[src/rtl/move_sequencer.sv]
// move_sequencer: debounce, arbitration and turn FSM in front of the 2048 board datapath.
// Optional MOVE_QUEUE_EN replaces the single pending-move register with a QDEPTH-entry FIFO.
module move_sequencer #(
    parameter int DB_CYCLES  = 16,
    parameter int TURN_WIDTH = 14,
    parameter int QDEPTH     = 4
) (
    input  logic                  clk,
    input  logic                  rst_n,
    input  logic                  btnL,
    input  logic                  btnR,
    input  logic                  btnU,
    input  logic                  btnD,
    output logic                  move_valid,
    output logic [1:0]            move_dir,
    input  logic                  move_ready,
    input  logic                  move_done,
    input  logic                  move_changed,
    output logic                  spawn_req,
    input  logic                  spawn_done,
    input  logic                  game_over,
    output logic [TURN_WIDTH-1:0] turns,
    output logic                  busy,
    output logic                  locked,
    output logic                  dropped
);

    localparam int            CW     = $clog2(DB_CYCLES + 1);
    localparam logic [CW-1:0] DB_MAX = CW'(DB_CYCLES);

    if (DB_CYCLES < 2 || QDEPTH < 2 || (QDEPTH & (QDEPTH - 1)) != 0) begin : g_bad_params
        $error("move_sequencer: illegal DB_CYCLES or QDEPTH");
    end

    typedef enum logic [2:0] {
        IDLE,
        MOVE,
        WAIT,
        SPAWN,
        OVER
    } state_e;

    state_e state_q;

    // Bit index equals the direction code: 0=L, 1=R, 2=U, 3=D.
    logic [3:0] btn;
    assign btn = {btnD, btnU, btnR, btnL};

    logic [CW-1:0] db_cnt_q [4];
    logic [CW-1:0] db_cnt_d [4];
    logic [3:0]    db_lvl_q, db_lvl_d;
    logic [3:0]    press_q, press_d;

    // NOTE: every always_comb output gets a value on every path, so no latch is inferred.
    always_comb begin
        for (int i = 0; i < 4; i++) begin
            if (!btn[i]) begin
                db_cnt_d[i] = '0;
            end else if (db_cnt_q[i] == DB_MAX) begin
                db_cnt_d[i] = DB_MAX;
            end else begin
                db_cnt_d[i] = db_cnt_q[i] + CW'(1);
            end
            db_lvl_d[i] = btn[i] && (db_cnt_d[i] == DB_MAX);
        end
        press_d = db_lvl_d & ~db_lvl_q;
    end

    // NOTE: sequential state uses non-blocking assignments so all registers update together.
    always_ff @(posedge clk or negedge rst_n) begin
        if (!rst_n) begin
            for (int i = 0; i < 4; i++) begin
                db_cnt_q[i] <= '0;
            end
            db_lvl_q <= '0;
            press_q  <= '0;
        end else begin
            for (int i = 0; i < 4; i++) begin
                db_cnt_q[i] <= db_cnt_d[i];
            end
            db_lvl_q <= db_lvl_d;
            press_q  <= press_d;
        end
    end

    // Fixed priority L > R > U > D: the lowest set bit wins.
    logic       win_valid;
    logic [1:0] win_dir;
    logic       multi_press;

    always_comb begin
        win_valid = 1'b0;
        win_dir   = 2'd0;
        for (int i = 3; i >= 0; i--) begin
            if (press_q[i]) begin
                win_valid = 1'b1;
                win_dir   = 2'(i);
            end
        end
        multi_press = (press_q & (press_q - 4'd1)) != 4'd0;
    end

    logic       pend_valid;
    logic [1:0] pend_dir;
    logic       accept;
    logic       launch;
    logic       enter_over;

    assign enter_over = (state_q == IDLE) && game_over;
    assign launch     = (state_q == IDLE) && !game_over && pend_valid;

`ifdef MOVE_QUEUE_EN
    localparam int            PW   = $clog2(QDEPTH);
    localparam logic [PW:0]   FULL = (PW + 1)'(QDEPTH);

    logic [1:0]    fifo_q [QDEPTH];
    logic [PW-1:0] wr_ptr_q, rd_ptr_q;
    logic [PW:0]   count_q;

    assign pend_valid = (count_q != '0);
    assign pend_dir   = fifo_q[rd_ptr_q];
    // A full FIFO still takes a write when IDLE pops an entry in the same cycle.
    assign accept     = win_valid && (state_q != OVER) && !enter_over &&
                        ((count_q != FULL) || launch);

    always_ff @(posedge clk or negedge rst_n) begin
        if (!rst_n) begin
            wr_ptr_q <= '0;
            rd_ptr_q <= '0;
            count_q  <= '0;
        end else if (enter_over) begin
            wr_ptr_q <= '0;
            rd_ptr_q <= '0;
            count_q  <= '0;
        end else begin
            if (accept) begin
                wr_ptr_q <= wr_ptr_q + PW'(1);
            end
            if (launch) begin
                rd_ptr_q <= rd_ptr_q + PW'(1);
            end
            case ({accept, launch})
                2'b10:   count_q <= count_q + (PW + 1)'(1);
                2'b01:   count_q <= count_q - (PW + 1)'(1);
                default: count_q <= count_q;
            endcase
        end
    end

    // NOTE: FIFO storage is not reset; count_q gates every read, so stale entries are never used.
    always_ff @(posedge clk) begin
        if (accept) begin
            fifo_q[wr_ptr_q] <= win_dir;
        end
    end
`else
    logic       pend_valid_q;
    logic [1:0] pend_dir_q;

    assign pend_valid = pend_valid_q;
    assign pend_dir   = pend_dir_q;
    assign accept     = win_valid && (state_q == IDLE) && !game_over && !pend_valid_q;

    always_ff @(posedge clk or negedge rst_n) begin
        if (!rst_n) begin
            pend_valid_q <= 1'b0;
            pend_dir_q   <= 2'd0;
        end else if (enter_over || launch) begin
            pend_valid_q <= 1'b0;
        end else if (accept) begin
            pend_valid_q <= 1'b1;
            pend_dir_q   <= win_dir;
        end
    end
`endif

    logic                  move_valid_q;
    logic [1:0]            move_dir_q;
    logic                  spawn_req_q;
    logic [TURN_WIDTH-1:0] turns_q;
    logic                  busy_q;
    logic                  locked_q;
    logic                  dropped_q;

    always_ff @(posedge clk or negedge rst_n) begin
        if (!rst_n) begin
            state_q      <= IDLE;
            move_valid_q <= 1'b0;
            move_dir_q   <= 2'd0;
            spawn_req_q  <= 1'b0;
            turns_q      <= '0;
            busy_q       <= 1'b0;
            locked_q     <= 1'b0;
            dropped_q    <= 1'b0;
        end else begin
            dropped_q <= multi_press || (win_valid && !accept);
            case (state_q)
                IDLE: begin
                    if (game_over) begin
                        state_q  <= OVER;
                        busy_q   <= 1'b1;
                        locked_q <= 1'b1;
                    end else if (pend_valid) begin
                        state_q      <= MOVE;
                        busy_q       <= 1'b1;
                        move_valid_q <= 1'b1;
                        move_dir_q   <= pend_dir;
                    end
                end
                MOVE: begin
                    if (move_ready) begin
                        state_q      <= WAIT;
                        move_valid_q <= 1'b0;
                    end
                end
                WAIT: begin
                    if (move_done) begin
                        if (move_changed) begin
                            state_q     <= SPAWN;
                            spawn_req_q <= 1'b1;
                        end else begin
                            state_q <= IDLE;
                            busy_q  <= 1'b0;
                        end
                    end
                end
                SPAWN: begin
                    if (spawn_done) begin
                        state_q     <= IDLE;
                        spawn_req_q <= 1'b0;
                        busy_q      <= 1'b0;
                        if (turns_q != '1) begin
                            turns_q <= turns_q + TURN_WIDTH'(1);
                        end
                    end
                end
                OVER: begin
                    state_q <= OVER;
                end
                default: begin
                    state_q <= IDLE;
                end
            endcase
        end
    end

    assign move_valid = move_valid_q;
    assign move_dir   = move_dir_q;
    assign spawn_req  = spawn_req_q;
    assign turns      = turns_q;
    assign busy       = busy_q;
    assign locked     = locked_q;
    assign dropped    = dropped_q;

endmodule

[config.mk]
export PLATFORM = sky130hd
export DESIGN_NAME = move_sequencer
export DESIGN_NICKNAME = d
export VERILOG_FILES = /design/src/rtl/move_sequencer.sv
export SDC_FILE = /design/constraint.sdc
export NUM_CORES = 1
export LEC_CHECK = 0
export CAP_MARGIN = 20
export CELL_PAD_IN_SITES_DETAIL_PLACEMENT = 0
export CELL_PAD_IN_SITES_GLOBAL_PLACEMENT = 2
export CORE_ASPECT_RATIO = 1.25
export CORE_MARGIN = 10
export CORE_UTILIZATION = 39
export CTS_CLUSTER_DIAMETER = 40
export DETAILED_ROUTE_END_ITERATION = 16
export PLACE_DENSITY = 0.94
export SYNTH_ARGS = -nofsm -noshare
export SYNTH_HDL_FRONTEND = slang
export SYNTH_SLANG_ARGS = --single-unit
export TNS_END_PERCENT = 1
[constraint.sdc]
create_clock -name clk -period 4.1 [get_ports clk]
set_input_delay 0.82 -clock clk [delete_from_list [all_inputs] [get_ports clk]]
set_output_delay 0.82 -clock clk [all_outputs]
set_load 0.05 [all_outputs]
==> qor.txt <==
chip width - 94.7 um
Die Y - 113 um
synthesized area - 0.00272 sq mm
slew margin rel. - 55.1%
largest net degree at the start of global routing - 31
slowest CP cell - clkdlybuf4s50_1
clock-pin slew on the worst setup and hold paths - 100 ps
# hold bufs at CTS - 0
TritonCTS clock tree - yes
metal3 WL - 312 um
RSZ-0062 raised after global routing - no
Post-synth ARST share - 100%
dpl ws - 1470 ps
P per Cell Area - 317 mW/mm^2
Critical Path Sink Type - primary output
vias in the first global route - 2,038
CTS Buf Count - 5
Synth cell types - 46
Met2 Routed Length - 2.64 mm
Max stage delay on crit path - 870 ps
# Max-Cap Violations - 0
# resized after CTS - 0
Total Routing Usage GR - 10.4%
DP Wirelength - 3.93 mm
sequential share of the synthesized area - 50.6%
GRT Residual Overflow - 0
syn_area_per_cell - 10.8 sq um
#FFs+latches synth - 55
Slew @ Worst Pin - 673 ps
delay-heaviest family, CP - buffers and inverters
Clock Root Buffer - clkbuf_8
number of enable flip-flop cells after synthesis - 0
RD Place Congestion - 0.806
Clock Skews - 8.99 ps
period utilization - 61.0%
count leader, synth - dfrtp_1
Int Power - 777 uW
Sw Share - 24.6%
initial antenna violation count - 0
initial core utilization - 39.5%
critical setup path kind - flip-flop to primary output
power share of the clock group - 35.6%
Mapped Nets - 273
Critical Path RT - 3280 ps
Worst Path Arrival - 1680 ps
Max clock buf depth - 2
# fillers - 642
critical path, cell by cell - clkdlybuf4s50_1
accumulated negative setup slack - 0 ps
Setup WS post-layout - 1600 ps
final hold vios - 0
first-pass GRT wire length - 9.14 mm
final worst path period need - 2500 ps
final setup fails - 0
H-tree depth - 2
antenna-violating nets left - 0
Via-to-Cell Ratio - 5.10
area leader, netlist - dfrtp_1
drt initial violations - 91
Post-synth top flop - dfrtp_1
Sink Count - 55
cell count after synthesis - 253
metal1 wirelength - 2.18 mm
Core Rows - 34
VDD IR max - 0.141 mV
worst hold path class - flip-flop to flip-flop
top layer in use - met4
static leakage - 0.00152 uW
die area - 0.0107 sq mm
Critical path buffers and inverters - 1
crit-path max FO - 5
Net Sw Power - 253 uW
Antenna Cells - 0
routed vias - 1,937
num ports - 32
worst skew pair latency - 310 ps
layout cell share with drive strength beyond 1 - 9.31%
post-synth top area share - 50.6%
Nets - 309
IO buf count - 31
Detailed Routing Iterations Pass 1 - 4
Core Area - 0.00689 sq mm
fmax - 400 MHz
Post-synth top cells - dfrtp_1 (55), nor2_1 (20), inv_1 (17), nand2_1 (15), nand3_1 (15)
DRC viols - 0
WL per Instance - 13.8 um
setup bufs post-CTS - 0
status - finished, final reports clean
Synth Warn # - 0
power share of the sequential group - 55.4%
Comb pwr share - 9.0%
Worst setup SP type - flip-flop
Slew Limit Fails - 0
top post-synthesis cells by area - dfrtp_1 (51%), ha_1 (4.1%), xor2_1 (3.5%)
Area Growth Syn to Fin - 19.3%
DRT Wirelength - 5.23 mm
-- placed cells by master (no fill, tap or decap), types with 4 or more instances in the layout --
master	count
dfrtp_1	55
clkdlybuf4s50_1	30
nor2_1	20
inv_1	17
nand3_1	15
nand2_1	15
xor2_1	11
nor3_1	10
and2_1	9
xnor2_1	9
a21oi_1	9
ha_1	9
o21ai_0	8
nand2b_1	5
clkbuf_8	5
nand3b_1	4
a21boi_0	4
nor2b_1	4
a31oi_1	4
mux2_2	4
-- through the flow --
| stage | utilization [%] | power (uW) | cell area (sq um) | std cells | hold WS [ps] |
|---|---|---|---|---|---|
| 2_1_floorplan | - | 632 | 2720 | 253 | 385 |
| 3_3_place_gp | 45.5 | 675 | 3130 | 372 | 396 |
| 3_5_place_dp | 45.5 | 677 | 3130 | 372 | 398 |
| 4_1_cts | 47.1 | 1050 | 3250 | 380 | 397 |
| 5_1_grt | 47.1 | 1090 | 3250 | 380 | 395 |
| 6_report | 47.1 | 1030 | 3250 | 380 | 398 |
-- worst register-to-register path: stages (launching register included) --
cell,delay [ps]
dfrtp_1,650
nand4b_4,220
or3_4,470
nor3_2,130
mux2_1,330
-- registers in the layout, indices dropped and copies added, names as in the netlist, 2 cells and up --
signal / cells
move_dir: 2
turns: 14
state_q: 3
press_q: 4
db_cnt_q: 20
pend_dir: 2
db_lvl_q: 4
-- kinds of logic after synthesis --
family                   after synthesis  share of synthesized area (%)
AO/OA/AOI/OAI                         40                           10.3
flip-flops                            55                           50.6
multiplexers                           6                           2.44
XOR/XNOR                              20                           6.43
buffers and inverters                 20                           2.85
adder cells (fa/ha/maj)                9                           4.14
AND/OR/NAND/NOR                      103                           23.3
-- area by class of cell --
cell class                      count  area, sq um  share of cell area [%]
Sequential cell                    55         1380                    42.4
Multi-Input combinational cell    178         1270                    39.0
Timing Repair Buffer               32          313                    9.63
Tap cell                           90          113                    3.47
Clock buffer                        5         68.8                    2.12
Inverter                           17         63.8                    1.96
Clock inverter                      3         46.3                    1.42
-- metal layers --
metal / vias up / track usage (%)
met5: - / 0
met4: 0 / 4.60
met3: 8 / 3.09
met2: 31 / 18.3
met1: 940 / 11.1
li1: 958 / -
-- power groups by stage --
stage / clock, uW / sequential [uW] / combinational, uW
after floorplan: 0 / 594 / 38.0
after global placement: 0 / 582 / 93.4
after detailed placement: 0 / 582 / 94.5
after CTS: 382 / 572 / 95.1
after global routing: 406 / 574 / 105
final: 367 / 571 / 92.6
-- final timing paths --
| check | from | endpoint | slack [ps] | depth (start not counted) |
|---|---|---|---|---|
| worst min-delay path | db_lvl_q[2] | press_q[2] | 400 | 1 |
| worst max-delay path | turns[6] | turns[6] | 1600 | 1 |
| worst min register to register | db_lvl_q[2] | press_q[2] | 400 | 1 |
| min in group asynchronous | rst_n | spawn_req | 530 | 1 |
| worst max register to register | state_q[0] | turns[12] | 2190 | 4 |
| max in group asynchronous | rst_n | db_cnt_q[16] | 2770 | 2 |
(Power assumes the default switching activity.)
